[config.mk]
export PLATFORM = sky130hd
export DESIGN_NAME = weight_fetch_seq
export DESIGN_NICKNAME = d
export VERILOG_FILES = /design/src/rtl/weight_fetch_seq.sv
export SDC_FILE = /design/constraint.sdc
export NUM_CORES = 1
export LEC_CHECK = 0
export BUFFER_PORTS_ARGS = -buffer_cell sky130_fd_sc_hd__buf_2
export CAP_MARGIN = 20
export CORE_AREA = 2 2 285 287
export DETAILED_ROUTE_END_ITERATION = 10
export DIE_AREA = 0 0 287 289
export GPL_TIMING_DRIVEN = 0
export PLACE_DENSITY = 0.47
export SYNTH_ARGS = -nofsm -noshare
export SYNTH_HDL_FRONTEND = slang
export SYNTH_SLANG_ARGS = --single-unit
export TNS_END_PERCENT = 5
[constraint.sdc]
create_clock -name clk -period 4.2 [get_ports clk]
set_input_delay 0.63 -clock clk [delete_from_list [all_inputs] [get_ports clk]]
set_output_delay 0.63 -clock clk [all_outputs]
set_load 0.1 [all_outputs]
[src/rtl/weight_fetch_seq.sv]
// Streams WORDS_PER_LOAD consecutive ROM words from a per-layer/phase base into q; valid two edges after the last address is issued.
// No backpressure: start is taken only when idle, ignored mid-load; flush aborts at the next edge and wins over start.
module weight_fetch_seq #(
  parameter int DATA_LEN       = 16,
  parameter int WORD_ELEMS     = 9,
  parameter int WORDS_PER_LOAD = 4,
  parameter int ADDR_W         = 8,
  parameter int NUM_LAYERS     = 5,
  parameter int LAYER_STRIDE   = 32,
  parameter int PHASE_STRIDE   = 4,
  parameter int LAYER_W        = 4
) (
  input  logic                                         clk,
  input  logic                                         rst_n,
  input  logic                                         start,
  input  logic                                         flush,
  input  logic [LAYER_W-1:0]                           layer,
  input  logic [2:0]                                   phase,
  output logic                                         rom_en,
  output logic [ADDR_W-1:0]                            rom_addr,
  input  logic [WORD_ELEMS*DATA_LEN-1:0]               rom_data,
  output logic                                         busy,
  output logic                                         valid,
  output logic                                         err,
  output logic [WORDS_PER_LOAD*WORD_ELEMS*DATA_LEN-1:0] q
);

  localparam int WORD_W = WORD_ELEMS * DATA_LEN;
  localparam int CNT_W  = (WORDS_PER_LOAD > 1) ? $clog2(WORDS_PER_LOAD) : 1;
  localparam logic [CNT_W-1:0] LAST_IDX = CNT_W'(WORDS_PER_LOAD - 1);

  typedef enum logic [1:0] {IDLE, FETCH, LAST} state_t;

  state_t            state;
  logic [CNT_W-1:0]  issue_cnt;
  logic [CNT_W-1:0]  cap_idx;
  logic              cap_vld;
  logic              layer_ok;
  logic [ADDR_W-1:0] base_addr;

  always_comb begin
    layer_ok  = (32'(layer) < 32'(NUM_LAYERS));
    base_addr = ADDR_W'(32'(layer) * 32'(LAYER_STRIDE) + 32'(phase) * 32'(PHASE_STRIDE));
  end

  // cap_vld/cap_idx trail the issued address by one edge to match the registered ROM.
  always_ff @(posedge clk or negedge rst_n) begin
    if (!rst_n) begin
      state     <= IDLE;
      issue_cnt <= '0;
      cap_idx   <= '0;
      cap_vld   <= 1'b0;
      rom_en    <= 1'b0;
      rom_addr  <= '0;
      busy      <= 1'b0;
      valid     <= 1'b0;
      err       <= 1'b0;
      q         <= '0;
    end else begin
      err     <= 1'b0;
      cap_vld <= 1'b0;
      if (cap_vld && !flush) begin
        for (int k = 0; k < WORDS_PER_LOAD; k++) begin
          if (cap_idx == CNT_W'(k)) q[k*WORD_W +: WORD_W] <= rom_data;
        end
      end
      if (flush) begin
        state  <= IDLE;
        rom_en <= 1'b0;
        busy   <= 1'b0;
        valid  <= 1'b0;
      end else begin
        case (state)
          IDLE: begin
            if (start) begin
              if (layer_ok) begin
                state     <= FETCH;
                rom_en    <= 1'b1;
                rom_addr  <= base_addr;
                issue_cnt <= '0;
                busy      <= 1'b1;
                valid     <= 1'b0;
              end else begin
                err <= 1'b1;
              end
            end
          end
          FETCH: begin
            cap_vld <= 1'b1;
            cap_idx <= issue_cnt;
            if (issue_cnt == LAST_IDX) begin
              rom_en <= 1'b0;
              state  <= LAST;
            end else begin
              issue_cnt <= issue_cnt + 1'b1;
              rom_addr  <= rom_addr + 1'b1;
            end
          end
          LAST: begin
            state <= IDLE;
            busy  <= 1'b0;
            valid <= 1'b1;
          end
          default: state <= IDLE;
        endcase
      end
    end
  end

endmodule

==> out/qor.csv <==
metric;value;unit
Resize count post-CTS;0;
Setup CP Type;reg2reg;
RSZ-0062 raised after global routing;no;
Sink Count;595;
worst path arrival time;2.86;ns
Tcrit/Tclk final;57.3;%
vias in the first global route;15510;
most common cell after layout, fill and taps aside;buf_2;
Post-Place Cell Area;27500;µm²
Syn Area/Cell;17.0;µm²
share of cells above drive strength 1;63.1;%
Final WS setup;1.80;ns
Slew @ Worst Pin;0.928;ns
area delta synth->final;33.5;%
DR vias/cell;4.46;
number of remaining DRC errors;0;
Total Routing Usage GR;16.9;%
hpwl dp;55200;µm
R2R Path End;q[284]$_DFFE_PN0P_;
chip height;289;µm
Hold WS;0.298;ns
Chip Width;287;µm
DRT Pass-1 Iters;4;
Hold Crit Endpoint;q[236]$_DFFE_PN0P_;
Post-Syn Area;22300;µm²
hold path cells;2;
DR vias;14476;
root buffer cell;clkbuf_16;
grt ovf;0;
core area;79900;µm²
hold_sp;rom_data[92];
Core Rows;104;
1st-iter DRT viols;406;
cell depth of the worst flop-to-flop path;6;
Slew Limit Fails;0;
I/O pin cnt;743;
Avg WL per Cell;22.3;µm
# port buffers;741;
Longest Clk Path Bufs;3;
EDFF count, synth;0;
DRT Wirelength;72400;µm
Clk Latency, worst-skew pair;0.60;ns
Netlist cell types;42;
Antenna Violating Nets Remaining;0;
Seq cells post-synth;595;
final critical-path required period;2.40;ns
gpl congestion;0.806;
Setup Skew;0.0338;ns
worst path required time;4.66;ns
worst slack, placed;1.29;ns
hold crit path type;in2reg;
Mapped Nets;1468;
worst r2r src;cap_vld$_DFF_PN0_;
Setup crit end kind;flip-flop;
slew margin rel.;38.1;%
fmax;416;MHz
total CTS buffers;71;
CTS tree;yes;
top_reg_cell synth;dfrtp_1;
largest net degree at the start of global routing;127;
nets;2288;
final hold vios;0;
H-tree levels;3;
Mapped Cells;1311;
most frequent cells in the layout;772 x buf_2, 595 x dfrtp_1, 454 x mux2_2;
Worst setup SP type;flip-flop;
Die Footprint;82900;µm²
outcome;finished clean;
clock-pin slew on the worst setup and hold paths;0.06;ns
ys async rst share;100;%
r2r setup slk;1.80;ns
yosys warns;0;
initial antenna violation count;12;
first-pass GRT wire length;105000;µm
Seq/Total Area, Yosys;66.7;%
maxcap violations;0;
Final setup viols;0;
worst-path maximum fanout;10;
fin area;29800;µm²
Initial Utilization;28.0;%
==> stage by stage <==
step / setup TNS [ns] / util [%] / cells
detailed placement: 0 / 34.4 / 3117
global route: 0 / 37.3 / 3244
floorplan: 0 / - / 1311
CTS: 0 / 37.3 / 3242
global placement: -5748.10 / 34.3 / 3112
finish: 0 / 37.3 / 3245
==> cell usage after synthesis, types with 3 or more instances <==
library cell	count	share of area (%)
nand2_1	9	0.15
buf_4	11	0.37
a22o_1	4	0.16
a2bb2oi_1	3	0.12
buf_6	19	0.96
a21oi_1	3	0.067
buf_2	32	0.72
nor2b_1	3	0.084
dfrtp_1	595	67
mux2_2	454	23
o21ai_0	8	0.18
nor3_1	3	0.067
nor2_1	4	0.067
nand3_1	4	0.090
mux2_1	124	6.3
==> registers in the layout (all words and copies together), names as in the netlist <==
| name | cells |
|---|---|
| busy | 1 |
| cap_idx | 2 |
| cap_vld | 1 |
| err | 1 |
| issue_cnt | 2 |
| q | 576 |
| rom_addr | 8 |
| rom_en | 1 |
| state | 2 |
| valid | 1 |
==> critical path, stage by stage (launching register included) <==
cell	delay, ns
dfrtp_1	0.33
nor2b_4	0.18
nand2_1	0.09
nor2_2	0.71
buf_4	0.39
buf_6	0.24
mux2_1	0.34
==> how the worst max path moves through the flow <==
stage,start,endpoint,depth (start not counted)
floorplan,flush,q[13]$_DFFE_PN0P_,7
global placement,rst_n,q[173]$_DFFE_PN0P_,1
detailed placement,flush,q[285]$_DFFE_PN0P_,7
CTS,rst_n,q[312]$_DFFE_PN0P_,5
global route,rst_n,q[376]$_DFFE_PN0P_,5
finish,cap_vld$_DFF_PN0_,q[284]$_DFFE_PN0P_,6
==> routing by layer <==
layer  up-vias  share of wire (%)  global-route usage (%)  routed length (µm)
li1       6337                  -                       -                   -
met1      7433                 36                    18.2               26100
met2       548                 50                    29.0               36000
met3       144                 10                    7.27                7310
met4        14                4.1                    7.36                2960
met5         -               0.12                       0                  84
==> area by class of cell <==
class / count / area (µm²)
Clock buffer: 103 / 2070
Sequential cell: 595 / 14900
Buffer: 65 / 469
Fill cell: 7785 / 50100
Multi-Input combinational cell: 648 / 6970
Tap cell: 1060 / 1330
Clock inverter: 21 / 209
Timing Repair Buffer: 747 / 3870
Antenna cell: 3 / 7.51
Inverter: 3 / 11.3
==> cell families (layout without fill, tap and decap cells) <==
family | after synthesis | in the layout | share of synthesized area (%)
flops | 595 | 595 | 66.7
compound gates | 29 | 29 | 0.880
buf+inv | 68 | 939 | 2.15
other cells | 0 | 3 | 0
fa+ha+maj | 2 | 2 | 0.112
mux | 580 | 580 | 29.2
simple gates | 37 | 37 | 0.964
==> timing repair <==
action | 4_1_cts | 5_1_grt
buffers inserted | 0 | 0
hold buffers | 1 | 0
endpoints found under the hold margin | 11 | 0
Power is left out: the tool's default activity adds up to more than one toggle a clock period on the data nets, which glitch-free logic cannot reach.
